## src/rtl/ov5640_ctrl_pkg.sv

```systemverilog
// ---------------------------------------------------------------------------
// ov5640_ctrl_pkg
// Shared definitions for the OV5640 capture sequencer:
//   - state_e   : 3-bit state encoding, also exported on the debug port
//   - cnt_width : width of the shared down-counter for a parameter set
//   - skip_width: width of the frame-skip counter
// ---------------------------------------------------------------------------
package ov5640_ctrl_pkg;

  typedef enum logic [2:0] {
    IDLE     = 3'd0,
    PWR_WAIT = 3'd1,
    INIT     = 3'd2,
    SKIP     = 3'd3,
    RUN      = 3'd4,
    RESTART  = 3'd5,
    FAULT    = 3'd6
  } state_e;

  // The counter must hold the largest load value, hence clog2(max + 1).
  // A floor of 2 bits keeps the decrement arithmetic well-formed.
  function automatic int unsigned cnt_width(
    input int unsigned pwr_dly,
    input int unsigned init_to,
    input int unsigned frame_to,
    input int unsigned rst_hold
  );
    int unsigned max_v;
    int unsigned w;
    max_v = pwr_dly;
    max_v = (init_to  > max_v) ? init_to  : max_v;
    max_v = (frame_to > max_v) ? frame_to : max_v;
    max_v = (rst_hold > max_v) ? rst_hold : max_v;
    w     = $clog2(max_v + 32'd1);
    return (w < 32'd2) ? 32'd2 : w;
  endfunction

  // Skip counter counts 0..n-1; at least one bit even when skipping is off.
  function automatic int unsigned skip_width(input int unsigned n);
    int unsigned w;
    w = $clog2(n + 32'd1);
    return (w < 32'd1) ? 32'd1 : w;
  endfunction

endpackage

```

## src/rtl/sync_edge_det.sv

```systemverilog
// ---------------------------------------------------------------------------
// sync_edge_det
// Two-flop synchroniser followed by a registered rising-edge detector.
// A raw input edge produces a one-cycle `rise` pulse 3 clk cycles later.
// Ports:
//   clk   : destination clock
//   rst_n : asynchronous active-low reset, clears every flop
//   din   : asynchronous input
//   rise  : registered one-cycle pulse on each synchronised rising edge
// ---------------------------------------------------------------------------
module sync_edge_det (
  input  logic clk,
  input  logic rst_n,
  input  logic din,
  output logic rise
);

  logic meta_r;
  logic sync_r;
  logic prev_r;
  logic rise_r;

  // Synchroniser chain, delayed copy and registered edge pulse
  always_ff @(posedge clk or negedge rst_n) begin
    if (!rst_n) begin
      meta_r <= 1'b0;
      sync_r <= 1'b0;
      prev_r <= 1'b0;
      rise_r <= 1'b0;
    end else begin
      meta_r <= din;
      sync_r <= meta_r;
      prev_r <= sync_r;
      rise_r <= sync_r & ~prev_r;
    end
  end

  assign rise = rise_r;

endmodule

```

## src/rtl/ov5640_cap_seq.sv

```systemverilog
// ---------------------------------------------------------------------------
// ov5640_cap_seq
// Bring-up and supervision sequencer for the OV5640 camera driver.
// Power-on delay, SCCB init wait, auto-exposure frame skipping, vsync
// watchdog with bounded restarts and a latched fault.
// Ports:
//   clk, rst_n     : system clock, asynchronous active-low reset
//   enable         : level, 1 runs the sequence, 0 returns to IDLE
//   cam_init_done  : register-config engine finished (clk domain)
//   cam_vsync      : raw vsync from the pclk domain
//   capture_start  : driver run / reset release
//   frame_en       : downstream may accept frame data
//   frame_cnt      : frames seen in RUN (wrapping)
//   retry_cnt      : restarts since enable rose
//   busy, fault    : status flags
//   state          : current state encoding (debug)
// ---------------------------------------------------------------------------
module ov5640_cap_seq
  import ov5640_ctrl_pkg::*;
#(
  parameter int unsigned PWR_DLY_CYC  = 1_000_000,
  parameter int unsigned INIT_TO_CYC  = 25_000_000,
  parameter int unsigned SKIP_FRAMES  = 10,
  parameter int unsigned FRAME_TO_CYC = 5_000_000,
  parameter int unsigned RST_HOLD_CYC = 16,
  parameter int unsigned MAX_RETRY    = 3
) (
  input  logic        clk,
  input  logic        rst_n,
  input  logic        enable,
  input  logic        cam_init_done,
  input  logic        cam_vsync,
  output logic        capture_start,
  output logic        frame_en,
  output logic [15:0] frame_cnt,
  output logic [2:0]  retry_cnt,
  output logic        busy,
  output logic        fault,
  output logic [2:0]  state
);

  localparam int unsigned CNT_W  = cnt_width(PWR_DLY_CYC, INIT_TO_CYC, FRAME_TO_CYC, RST_HOLD_CYC);
  localparam int unsigned SKIP_W = skip_width(SKIP_FRAMES);

  // A state holds for (load + 1) cycles, so RESTART loads one less to keep
  // capture_start low for exactly RST_HOLD_CYC cycles.
  localparam logic [CNT_W-1:0]  LD_PWR   = CNT_W'(PWR_DLY_CYC);
  localparam logic [CNT_W-1:0]  LD_INIT  = CNT_W'(INIT_TO_CYC);
  localparam logic [CNT_W-1:0]  LD_FRAME = CNT_W'(FRAME_TO_CYC);
  localparam logic [CNT_W-1:0]  LD_HOLD  = CNT_W'(RST_HOLD_CYC - 32'd1);
  localparam logic [CNT_W-1:0]  CNT_ONE  = CNT_W'(1'b1);
  localparam logic [SKIP_W-1:0] SKIP_LAST = SKIP_W'(SKIP_FRAMES - 32'd1);
  localparam logic [SKIP_W-1:0] SKIP_ONE  = SKIP_W'(1'b1);
  localparam logic [2:0]        RETRY_LIM = 3'(MAX_RETRY);

  state_e             state_r;
  logic [CNT_W-1:0]   cnt_r;
  logic [SKIP_W-1:0]  skip_cnt_r;
  logic [15:0]        frame_cnt_r;
  logic [2:0]         retry_cnt_r;
  logic               capture_start_r;
  logic               frame_en_r;
  logic               busy_r;
  logic               fault_r;
  logic               vs_rise_s;

  sync_edge_det u_vs_sync (
    .clk   (clk),
    .rst_n (rst_n),
    .din   (cam_vsync),
    .rise  (vs_rise_s)
  );

  // Sequencer FSM with shared down-counter, skip counter and statistics
  always_ff @(posedge clk or negedge rst_n) begin
    if (!rst_n) begin
      state_r         <= IDLE;
      cnt_r           <= '0;
      skip_cnt_r      <= '0;
      frame_cnt_r     <= 16'd0;
      retry_cnt_r     <= 3'd0;
      capture_start_r <= 1'b0;
      frame_en_r      <= 1'b0;
      busy_r          <= 1'b0;
      fault_r         <= 1'b0;
    end else if (!enable) begin
      // Statistics are kept for inspection until the next bring-up.
      state_r         <= IDLE;
      cnt_r           <= '0;
      capture_start_r <= 1'b0;
      frame_en_r      <= 1'b0;
      busy_r          <= 1'b0;
      fault_r         <= 1'b0;
    end else begin
      case (state_r)
        IDLE: begin
          state_r     <= PWR_WAIT;
          cnt_r       <= LD_PWR;
          frame_cnt_r <= 16'd0;
          retry_cnt_r <= 3'd0;
          busy_r      <= 1'b1;
          fault_r     <= 1'b0;
        end

        PWR_WAIT: begin
          if (cnt_r == '0) begin
            state_r         <= INIT;
            cnt_r           <= LD_INIT;
            capture_start_r <= 1'b1;
          end else begin
            cnt_r <= cnt_r - CNT_ONE;
          end
        end

        INIT: begin
          // Done is checked first so it wins over a simultaneous timeout.
          if (cam_init_done) begin
            cnt_r <= LD_FRAME;
            if (SKIP_FRAMES == 32'd0) begin
              state_r    <= RUN;
              frame_en_r <= 1'b1;
              busy_r     <= 1'b0;
            end else begin
              state_r    <= SKIP;
              skip_cnt_r <= '0;
            end
          end else if (cnt_r == '0) begin
            state_r         <= RESTART;
            cnt_r           <= LD_HOLD;
            capture_start_r <= 1'b0;
            frame_en_r      <= 1'b0;
            retry_cnt_r     <= retry_cnt_r + 3'd1;
          end else begin
            cnt_r <= cnt_r - CNT_ONE;
          end
        end

        SKIP: begin
          // An edge always reloads the watchdog, even on its expiry cycle.
          if (vs_rise_s) begin
            cnt_r <= LD_FRAME;
            if (skip_cnt_r == SKIP_LAST) begin
              state_r    <= RUN;
              frame_en_r <= 1'b1;
              busy_r     <= 1'b0;
            end else begin
              skip_cnt_r <= skip_cnt_r + SKIP_ONE;
            end
          end else if (cnt_r == '0) begin
            state_r         <= RESTART;
            cnt_r           <= LD_HOLD;
            capture_start_r <= 1'b0;
            frame_en_r      <= 1'b0;
            retry_cnt_r     <= retry_cnt_r + 3'd1;
          end else begin
            cnt_r <= cnt_r - CNT_ONE;
          end
        end

        RUN: begin
          if (vs_rise_s) begin
            cnt_r       <= LD_FRAME;
            frame_cnt_r <= frame_cnt_r + 16'd1;
          end else if (cnt_r == '0) begin
            state_r         <= RESTART;
            cnt_r           <= LD_HOLD;
            capture_start_r <= 1'b0;
            frame_en_r      <= 1'b0;
            busy_r          <= 1'b1;
            retry_cnt_r     <= retry_cnt_r + 3'd1;
          end else begin
            cnt_r <= cnt_r - CNT_ONE;
          end
        end

        RESTART: begin
          if (cnt_r == '0) begin
            if (retry_cnt_r == RETRY_LIM) begin
              state_r <= FAULT;
              busy_r  <= 1'b0;
              fault_r <= 1'b1;
            end else begin
              state_r         <= INIT;
              cnt_r           <= LD_INIT;
              capture_start_r <= 1'b1;
            end
          end else begin
            cnt_r <= cnt_r - CNT_ONE;
          end
        end

        FAULT: begin
          // Latched until enable drops.
          state_r         <= FAULT;
          cnt_r           <= cnt_r;
          capture_start_r <= 1'b0;
          frame_en_r      <= 1'b0;
          fault_r         <= 1'b1;
        end

        default: begin
          state_r         <= IDLE;
          cnt_r           <= '0;
          capture_start_r <= 1'b0;
          frame_en_r      <= 1'b0;
          busy_r          <= 1'b0;
          fault_r         <= 1'b0;
        end
      endcase
    end
  end

  assign capture_start = capture_start_r;
  assign frame_en      = frame_en_r;
  assign frame_cnt     = frame_cnt_r;
  assign retry_cnt     = retry_cnt_r;
  assign busy          = busy_r;
  assign fault         = fault_r;
  assign state         = state_r;

endmodule

```

## config.mk

```make
export PLATFORM = sky130hd
export DESIGN_NAME = ov5640_cap_seq
export DESIGN_NICKNAME = d
export VERILOG_FILES = /design/src/rtl/ov5640_ctrl_pkg.sv /design/src/rtl/sync_edge_det.sv /design/src/rtl/ov5640_cap_seq.sv
export SDC_FILE = /design/constraint.sdc
export NUM_CORES = 1
export LEC_CHECK = 0
export ABC_AREA = 1
export CORE_UTILIZATION = 53
export CTS_BUF_LIST = sky130_fd_sc_hd__clkbuf_4 sky130_fd_sc_hd__clkbuf_8 sky130_fd_sc_hd__clkbuf_16
export DETAILED_ROUTE_END_ITERATION = 8
export PLACE_DENSITY_LB_ADDON = 0.05
export SETUP_SLACK_MARGIN = 0.05
export SLEW_MARGIN = 40
export SYNTH_ARGS = -nofsm -noshare
export SYNTH_HDL_FRONTEND = slang
export SYNTH_SLANG_ARGS = --single-unit
```

## constraint.sdc

```tcl
create_clock -name clk -period 1.7 [get_ports clk]
set_input_delay 0.425 -clock clk [delete_from_list [all_inputs] [get_ports clk]]
set_output_delay 0.425 -clock clk [all_outputs]
set_load 0.005 [all_outputs]
```

==> results of run 1 <==
-- per-layer routing --
metal	GRT overflow	global-route usage, %
met3	0	48.63
met4	1	70.64
met5	0	7.692
met2	2	91.27
met1	0	70.76
-- logic make-up after synthesis --
| family | count (synthesis) | share of synthesized area (%) |
|---|---|---|
| flops | 59 | 38.46 |
| xor+xnor | 11 | 2.510 |
| compound gates | 62 | 8.572 |
| simple gates | 347 | 40.25 |
| fa+ha+maj | 6 | 1.956 |
| buf+inv | 78 | 8.246 |
-- per-stage QoR --
| stage | hold WS, ns | setup TNS, ns | instance area, um2 | util [%] |
|---|---|---|---|---|
| CTS | 0.08860 | -0.4629 | 5752 | 83.28 |
| detailed placement | 0.3378 | -7.520 | 5032 | 72.86 |
| global placement | 0.3470 | -6.369 | 5032 | 72.86 |
| floorplan | 0.1294 | 0 | 3859 | - |
-- repair_timing --
| action | in CTS |
|---|---|
| setup buffers | 28 |
| setup endpoints to repair | 63 |
| gates resized for setup | 101 |
| hold endpoints to repair | 0 |
| pin swaps | 29 |
==> results_dict.tcl, run 1 <==
set metrics [dict create \
    die_h_um 87.11 \
    ys_types 35 \
    synth-seq-cells 59 \
    yosys.area.top_type_share_pct 38.46 \
    cts_buffer_depth 2 \
    rows 30 \
    cts_made_buffers 9 \
    synth_area_leaders "dfrtp_1 (38%), nand2_1 (16%), nor2_1 (7.9%), inv_1 (6.4%), nand3_1 (6.3%)" \
    synthCells 563 \
    yosysSeqAreaShare_pct 38.46 \
    clock_sinks 59 \
    synthArstFlopShare_pct 100.0 \
    pin_count 31 \
    yosysMostFrequentCell "nand2_1" \
    grt_max_degree 60 \
    cts_hold_buf 0 \
    pre_cts_slack_ns -0.2593 \
    synth-main-ff-cell "dfrtp_1" \
    synth_area_um2 3839 \
    ys_warn_count 0 \
    gp_congestion 0.9508 \
    clockRootBuffer "clkbuf_8" \
    dp.cells 784 \
    postGrtWorstEndpoint "retry_cnt[2]$_DFFE_PN0P_/D" \
    grt_overflow 3 \
    status "stopped before the end" \
    synth_common_cells "nand2_1 (167), nor2_1 (81), inv_1 (65)" \
    dp_hpwl_mm 8.291 \
    yosysTopAreaCell "dfrtp_1" \
    haltStage "global routing (5_1_grt)" \
    start_util_pct 55.58 \
    io_buffers 30 \
    h-tree-depth 3 \
    error "[ERROR GRT-0232] Routing congestion too high. Check the congestion heatmap in the GUI." \
    synth_edf_count 0 \
    avgSynthCellArea_um2 6.818 \
    track_usage_pct 69.99 \
    endpoint_type "register input" \
    die_w_um 87.11 \
    synth_nets 574 \
]
==> run 2, diff against run 1 <==
CORE_UTILIZATION = 40   (was 53)
CTS_BUF_LIST = unset   (was sky130_fd_sc_hd__clkbuf_4 sky130_fd_sc_hd__clkbuf_8 sky130_fd_sc_hd__clkbuf_16)
PLACE_DENSITY_LB_ADDON = 0.15   (was 0.05)
SETUP_SLACK_MARGIN = unset   (was 0.05)
clock period = 2.2 ns   (was 1.7 ns; I/O delays follow)
==> run 2 against run 1 <==
  * Synthesized cell count unchanged
  * The run now ends clean
  * Synthesized area unchanged
==> results_dict.tcl, run 2 <==
set metrics [dict create \
    regToRegEndpoint "cnt_r[15]" \
    synth-main-ff-cell "dfrtp_1" \
    intPower_uw 2936 \
    yosysTopAreaCell "dfrtp_1" \
    wirelength_mm 10.08 \
    maxSlewViolCount 0 \
    powerDensity_nw_per_um2 1233 \
    synthXorXnorAreaFrac_pct 2.510 \
    cts_made_buffers 9 \
    rows 35 \
    fp.coreArea_um2 9284 \
    synthSimpleGateAreaFrac_pct 40.25 \
    cp-start-kind "flip-flop" \
    antenna_found_initial 0 \
    cp-endpoint "cnt_r[15]" \
    synth_compound_area_share_pct 8.572 \
    clock_skew_ns 0.01713 \
    fin_crit_sh_pct 92.29 \
    yosys.area.top_type_share_pct 38.46 \
    areaGrowthSynthToFinish_pct 20.05 \
    grt_max_degree 60 \
    end_kind "flip-flop" \
    die_h_um 99.96 \
    pre_cts_slack_ns 0.1056 \
    vias 3732 \
    grt_overflow 0 \
    reg2reg_from "cnt_r[1]" \
    busiest_layer "met2" \
    n_antenna_cell 0 \
    relSlewSlack_pct 68.52 \
    yosysSeqAreaShare_pct 38.46 \
    r2r_slack_ns 0.17 \
    grt_first_pass_wirelength_mm 17.23 \
    largest_reg_flops 25 \
    min_period_ns 2.030 \
    synthArstFlopShare_pct 100.0 \
    drc 0 \
    synth_area_um2 3839 \
    synth_top_family_by_area "simple AND/OR/NAND/NOR gates" \
    postRouteAntennaNets 0 \
    layout_setup_ws_ns 0.1697 \
    path_clk_slew_ns 0.08 \
    synth_area_leaders "dfrtp_1 (38%), nand2_1 (16%), nor2_1 (7.9%), inv_1 (6.4%), nand3_1 (6.3%)" \
    synth_edf_count 0 \
    die_w_um 99.96 \
    cts_hold_buf 0 \
    grtUsageMet2_pct 36.18 \
    first_pass_iters 4 \
    ys_warn_count 0 \
    cts-resized-gates 0 \
    ys_types 35 \
    p_leak_uw 0.002284 \
    synth-seq-cells 59 \
    synth_mux_area_share_pct 0 \
    max_freq_mhz 492.5 \
    synth_nets 574 \
    switchingPower_uw 2745 \
    mostFrequentLayoutCells "nand2_1 (167), nor2_1 (81), inv_1 (65)" \
    gp_congestion 0.9008 \
    arrival_ns 2.30 \
    clockRootBuffer "clkbuf_8" \
    start_util_pct 41.35 \
    num-nets-final 627 \
    gr-usage-met3_pct 4.248 \
    io_buffers 30 \
    cts_buffer_depth 2 \
    dp_hpwl_mm 7.665 \
    maxCapViolCount 0 \
    yosys.area_share.adder_pct 1.956 \
    pwr-share-comb_pct 54.1 \
    clockPowerShare_pct 17.9 \
    cts_tree "built" \
    clock_latency_ns 0.35 \
    avgSynthCellArea_um2 6.818 \
    hold_viol 0 \
    grt_pass1_vias 3643 \
    drt_iter0_drc 170 \
    crit_start "cnt_r[1]" \
    tightest_slew_ns 0.4680 \
    track_usage_pct 21.99 \
    synth_common_cells "nand2_1 (167), nor2_1 (81), inv_1 (65)" \
    top_register "cnt_r" \
    pin_count 31 \
    criticalPathCategory "reg2reg" \
    setup_tns_ns 0 \
    use_met1_pct 28.94 \
    setup_viol 0 \
    p_seq_share_pct 28.0 \
    rsz0062_at_grt "no" \
    layout_commonest_cell "nand2_1" \
    drt-wirelength-per-cell_um 13.44 \
    ir_worst_vdd_mv 0.5295 \
    die_area_um2 9992 \
    min_path_type "in2async" \
    crit_fanout 19 \
    crit_required_ns 2.47 \
    h-tree-depth 3 \
    synthCells 563 \
    switching_share_pct 48.32 \
    drive_gt1_share_pct 11.11 \
    yosysMostFrequentCell "nand2_1" \
    reg2reg_depth 12 \
    cts_setup_buffers 0 \
    clock_sinks 59 \
    status "finished, final reports clean" \
    via_per_inst 4.976 \
    fillers 971 \
]
## run 2: power groups by stage
stage / clock, uW / sequential, uW / combinational (uW)
2_1_floorplan: 0 / 1520 / 2270
3_3_place_gp: 0 / 1600 / 3040
3_5_place_dp: 0 / 1610 / 3050
4_1_cts: 1040 / 1590 / 3070
5_1_grt: 1080 / 1630 / 3530
6_report: 1010 / 1590 / 3070
## run 2: worst min-delay path by stage
stage	startpoint	end	slack, ns	depth (start not counted)
finish	rst_n	cnt_r[2]	0.19	2
global route	rst_n	retry_cnt[1]	0.22	2
CTS	rst_n	retry_cnt[1]	0.20	2
detailed placement	u_vs_sync.meta_r	u_vs_sync.sync_r	0.35	0
global placement	u_vs_sync.meta_r	u_vs_sync.sync_r	0.34	0
floorplan	rst_n	busy	0.25	0
## run 2: logic make-up after synthesis
family	after synthesis
compound gates	62
simple gates	347
fa+ha+maj	6
flops	59
buf+inv	78
xor+xnor	11
## run 2: routing by layer
metal  vias up  share of wire, %
met4         0               1.9
met2        78                47
met3        18               4.5
li1       1906                 -
met1      1730                47
met5         -                 0
## run 2: layout make-up
class | count | area (um2) | area share (%)
clock inverter | 6 | 65.06 | 1.412
sequential | 59 | 1476 | 32.04
multi-input combinational | 426 | 2046 | 44.39
timing repair buffer | 49 | 450.4 | 9.775
clock buffer | 10 | 137.6 | 2.987
tap | 129 | 161.4 | 3.503
inverter | 71 | 271.5 | 5.892
## run 2: metrics by stage
stage                     power [uW]  cells  util [%]  cell area [um2]  hold WS (ns)
after detailed placement        4658    734     47.45             4405        0.3483
after global routing            6237    750     49.64             4608        0.2184
after CTS                       5704    750     49.64             4608        0.2015
after floorplan                 3796    563         -             3839        0.2544
after global placement          4640    734     47.45             4405        0.3422
final                           5681    750     49.64             4608        0.1932
## run 2: worst max-delay path, cell delays in order, from the launching register on
cell and delay, ns:
dfrtp_1 0.38, inv_1 0.08, ha_1 0.22, nand2_2 0.13, nor2_4 0.21, nand2_2 0.13, nor2_4 0.22, nand3_4 0.15
nand2_8 0.18, inv_6 0.06, nand2_4 0.06, nand2_1 0.05, nor2_1 0.08
Power figures use the tool's default switching activity.
==> run 3, diff against run 2 <==
CORE_ASPECT_RATIO = 1.25   (was unset)
REMOVE_ABC_BUFFERS = 1   (was unset)
==> run 3 against run 2 <==
  * Non-clock buffer count up 3
  * Clock skew down 0.0058 ns
  * Register-to-register slack is essentially flat
  * Sequential cell count unchanged
  * Worst hold slack improved by 0.0084 ns
  * Highest routed layer unchanged
==> results_dict.tcl, run 3 (synthesis results as in run 2) <==
set metrics [dict create \
    status "finished, final reports clean" \
    ir_worst_vdd_mv 0.5389 \
    relSlewSlack_pct 69.63 \
    fin_crit_sh_pct 92.36 \
    areaGrowthSynthToFinish_pct 22.65 \
    cts_tree "built" \
    h-tree-depth 3 \
    arrival_ns 1.48 \
    criticalPathCategory "reg2out" \
    vias 3786 \
    clockRootBuffer "clkbuf_16" \
    layout_commonest_cell "nand2_1" \
    pin_count 31 \
    rows 39 \
    rsz0062_at_grt "no" \
    die_w_um 89.62 \
    fp.coreArea_um2 9223 \
    hold_viol 0 \
    dpl_cell_area_um2 4405 \
    max_freq_mhz 492.1 \
    drc 0 \
    reg2reg_depth 12 \
    design_area_um2 4708 \
    gp_congestion 0.9201 \
    clock_skew_ns 0.01131 \
    min_path_type "in2async" \
    end_kind "output port" \
    p_leak_uw 0.002347 \
    cp-start-kind "flip-flop" \
    wirelength_mm 10.34 \
    drive_gt1_share_pct 11.41 \
    grt_pass1_vias 3654 \
    cts_made_buffers 9 \
    grt_first_pass_wirelength_mm 17.26 \
    grt_max_degree 60 \
    die_h_um 111.5 \
    track_usage_pct 22.65 \
    antenna_found_initial 0 \
    grt_overflow 0 \
    drt-wirelength-per-cell_um 13.88 \
    maxSlewViolCount 0 \
    crit_required_ns 1.65 \
    clock_latency_ns 0.33 \
    io_buffers 30 \
    crit_fanout 6 \
    setup_viol 0 \
    drt_iter0_drc 230 \
    via_per_inst 5.082 \
    mostFrequentLayoutCells "nand2_1 (166), nor2_1 (81), inv_1 (65)" \
    start_util_pct 41.62 \
    top_register "cnt_r" \
    postRouteAntennaNets 0 \
    first_pass_iters 5 \
    n_antenna_cell 0 \
    maxCapViolCount 0 \
    dp_hpwl_mm 7.916 \
    largest_reg_flops 25 \
    clock_sinks 59 \
    tightest_slew_ns 0.4538 \
    die_area_um2 9995 \
    min_period_ns 2.032 \
    path_clk_slew_ns 0.05 \
    setup_tns_ns 0 \
    cts_buffer_depth 2 \
    num-nets-final 630 \
    powerDensity_nw_per_um2 1303 \
]
[run 3: changes by cell type in the layout (fill, tap and decap cells not counted)]
cell	delta
nand2_1	-1
ha_2	+1
clkinv_2	+1
ha_1	-1
nand2_2	+1
clkbuf_1	+1
clkinvlp_4	-4
clkbuf_8	-9
clkbuf_16	+9
buf_4	+3
[run 3: power breakdown]
part | total (uW) | internal [uW] | switching [uW]
combinational | 3180 | 1110 | 2070
sequential | 1600 | 1310 | 289
clock | 1350 | 888 | 463
total | 6130 | 3310 | 2820
[run 3: area by class of cell]
class                      count  area [um2]
tap                          123       153.9
clock inverter                 3       40.04
multi-input combinational    426        2051
fill                         913        4514
sequential                    59        1476
timing repair buffer          52       473.0
clock buffer                  11       242.7
inverter                      71       271.5
[run 3: final timing paths]
kind	startpoint	slack, ns	endpoint
max	state[0]	0.17	state[0]
min	rst_n	0.20	cnt_r[2]
max reg2reg	cnt_r[0]	0.18	cnt_r[7]
min reg2reg	u_vs_sync.meta_r	0.35	u_vs_sync.sync_r
max in group asynchronous	rst_n	1.70	cnt_r[13]
min in group clk	u_vs_sync.meta_r	0.35	u_vs_sync.sync_r
[run 3: critical path: stages (launching register included)]
cell and delay, ns:
dfrtp_1 0.47, buf_4 0.19, clkdlybuf4s50_1 0.50
[run 3: what timing repair did]
action	4_1_cts	5_1_grt
setup buffers	0	2
hold buffers	0	0
setup endpoints to repair	0	7
resized for setup	0	2
[run 3: stage by stage]
step                      utilization (%)  setup WS [ns]  hold WS, ns  power, uW  std cells
after CTS                           50.83        0.09417       0.2316       6133        743
after global routing                51.05        0.01566       0.2391       6683        745
after global placement              47.77         0.1125       0.3376       4737        729
after floorplan                         -         0.2881       0.2544       3772        556
after detailed placement            47.77        0.06334       0.3427       4749        729
final                               51.05         0.1680       0.2016       6134        745
[run 3: metal layers]
metal  vias up  GRT usage [%]  wire length (um)
met5         -              0                 0
met4         0          9.206               291
met3        22          4.744               384
met2        92          36.92              5077
met1      1764          28.73              4585
li1       1908              -                 -
==> run 4, diff against run 3 <==
==> constraint.sdc (replaced) <==
create_clock -name clk -period 2.2 [get_ports clk]
set_input_delay 0.33 -clock clk [delete_from_list [all_inputs] [get_ports clk]]
set_output_delay 0.33 -clock clk [all_outputs]
set_load 0.005 [all_outputs]
==> run 4 against run 3 <==
  * Register-to-register slack better by 0.02 ns
  * Sequential power barely moved
  * Setup slack improved by 0.033 ns
  * Count of clock-buffer cells in the layout stayed put
  * Largest cell class unchanged
  * Largest power group unchanged
  * Highest routed layer unchanged
==> results_dict.tcl, run 4 (synthesis results as in run 2) <==
set metrics [dict create \
    drive_gt1_share_pct 10.24 \
    grtUsageMet2_pct 38.94 \
    switching_share_pct 46.92 \
    fp.coreArea_um2 9223 \
    gp_congestion 0.9479 \
    arrival_ns 2.27 \
    num-nets-final 621 \
    gr-usage-met3_pct 5.189 \
    rows 39 \
    fin_crit_sh_pct 90.88 \
    setup_viol 0 \
    via_per_inst 5.033 \
    seq_area_um2 1476 \
    multi_input_area_um2 2046 \
    start_util_pct 41.62 \
    postRouteAntennaNets 0 \
    rsz0062_at_grt "no" \
    die_area_um2 9995 \
    end_kind "flip-flop" \
    grt_first_pass_wirelength_mm 18.24 \
    cp-start-kind "flip-flop" \
    min_period_ns 1.999 \
    hold_viol 0 \
    grt_overflow 0 \
    clockPowerShare_pct 23.6 \
    cts_buffer_depth 2 \
    path_cells "nor2_1, nand2_1, nor2_1, nand4_1, nor2_1, nand3_1, nand2_1, nand2_1, nor2_1" \
    relSlewSlack_pct 59.93 \
    p_seq_share_pct 25.9 \
    cts-resized-gates 0 \
    cts_tree "built" \
    p_leak_uw 0.002307 \
    switchingPower_uw 2919 \
    largest_reg_flops 25 \
    drc 0 \
    ir_worst_vdd_mv 0.5360 \
    utilization_pct 50.60 \
    io_buffers 30 \
    cp_slowest_cell "dfrtp_1" \
    top_register "cnt_r" \
    track_usage_pct 24.08 \
    max_freq_mhz 500.2 \
    die_h_um 111.5 \
    vias 3714 \
    path_clk_slew_ns 0.05 \
    setup_tns_ns 0 \
    dp_hpwl_mm 8.176 \
    grt_max_degree 36 \
    intPower_uw 3302 \
    drt_iter0_drc 190 \
    clock_latency_ns 0.34 \
    powerDensity_nw_per_um2 1333 \
    clockRootBuffer "clkbuf_16" \
    die_w_um 89.62 \
    maxCapViolCount 0 \
    maxSlewViolCount 0 \
    tightest_slew_ns 0.6010 \
    busiest_layer "met2" \
    wirelength_mm 10.64 \
    crit_required_ns 2.47 \
    grt_pass1_vias 3802 \
    clock_skew_ns 0.008322 \
    use_met1_pct 30.79 \
    n_antenna_cell 0 \
    mostFrequentLayoutCells "nand2_1 (167), nor2_1 (81), inv_1 (65)" \
    antenna_found_initial 0 \
    layout_commonest_cell "nand2_1" \
    crit_fanout 5 \
    cts_hold_buf 0 \
    first_pass_iters 6 \
    worst_path_largest_cell_delay_ns 0.43 \
    criticalPathCategory "reg2reg" \
    clock_sinks 59 \
    status "finished, final reports clean" \
    pin_count 31 \
    cts_made_buffers 9 \
    areaGrowthSynthToFinish_pct 21.58 \
    cts_setup_buffers 0 \
    fillers 910 \
    pwr-share-comb_pct 50.5 \
    h-tree-depth 3 \
    min_path_type "in2async" \
    hold_ws_ns 0.002374 \
    crit_top_cell "nor2_1" \
    drt-wirelength-per-cell_um 14.42 \
]
run 4: cell types whose count changed in the layout (fill, tap and decap cells not counted):
cell,before,now
nand2_2,6,5
clkbuf_8,1,2
clkbuf_1,1,0
clkinvlp_4,0,3
nand2_1,166,167
ha_1,5,6
clkinv_4,0,1
ha_2,1,0
buf_4,21,12
clkinv_2,2,0
run 4: area by class of cell:
cell class / instances / area share (%)
clock buffers: 11 / 5.416
clock inverters: 5 / 1.314
inverters: 71 / 5.818
multi-input cells: 426 / 43.83
flip-flops and latches: 59 / 31.64
well taps: 123 / 3.298
repair buffers: 43 / 8.686
run 4: critical path: cells and delay by family (launching register included):
kind / cells / cell delay, ns
flip-flops: 1 / 0.43
AND/OR/NAND/NOR: 9 / 1.50
run 4: layer usage:
metal  wire length, um  vias to the layer above  part of all wire, %
met5                 0                        -                    0
met4               265                        0                  2.5
met3               408                       20                  3.8
met2              5249                       64                   49
met1              4716                     1733                   44
li1                  -                     1897                    -
run 4: per-stage QoR:
| stage | setup slack (ns) | std cells | total power, uW | instance area (um2) |
|---|---|---|---|---|
| floorplan | 0.2881 | 556 | 3772 | 3794 |
| global placement | 0.1590 | 722 | 4762 | 4353 |
| detailed placement | 0.1684 | 722 | 4726 | 4353 |
| CTS | 0.2337 | 738 | 6233 | 4667 |
| global route | 0.02850 | 738 | 6773 | 4667 |
| finish | 0.2006 | 738 | 6220 | 4667 |
run 4: final timing paths:
| path | startpoint | to | slack (ns) | cells after the start |
|---|---|---|---|---|
| worst max-delay path | cnt_r[4] | cnt_r[15] | 0.20 | 9 |
| worst min-delay path | rst_n | cnt_r[9] | 0.002 | 1 |
| worst max register to register | cnt_r[4] | cnt_r[15] | 0.20 | 9 |
| worst min register to register | u_vs_sync.meta_r | u_vs_sync.sync_r | 0.35 | 0 |
| max in group asynchronous | rst_n | frame_cnt[15] | 1.60 | 2 |
| min in group clk | u_vs_sync.meta_r | u_vs_sync.sync_r | 0.35 | 0 |
run 4: power by group through the flow:
stage | clock network, uW | registers [uW] | logic (uW)
floorplan | 0 | 1540 | 2230
global placement | 0 | 1620 | 3150
detailed placement | 0 | 1620 | 3110
CTS | 1490 | 1610 | 3130
global route | 1540 | 1640 | 3590
finish | 1470 | 1610 | 3140
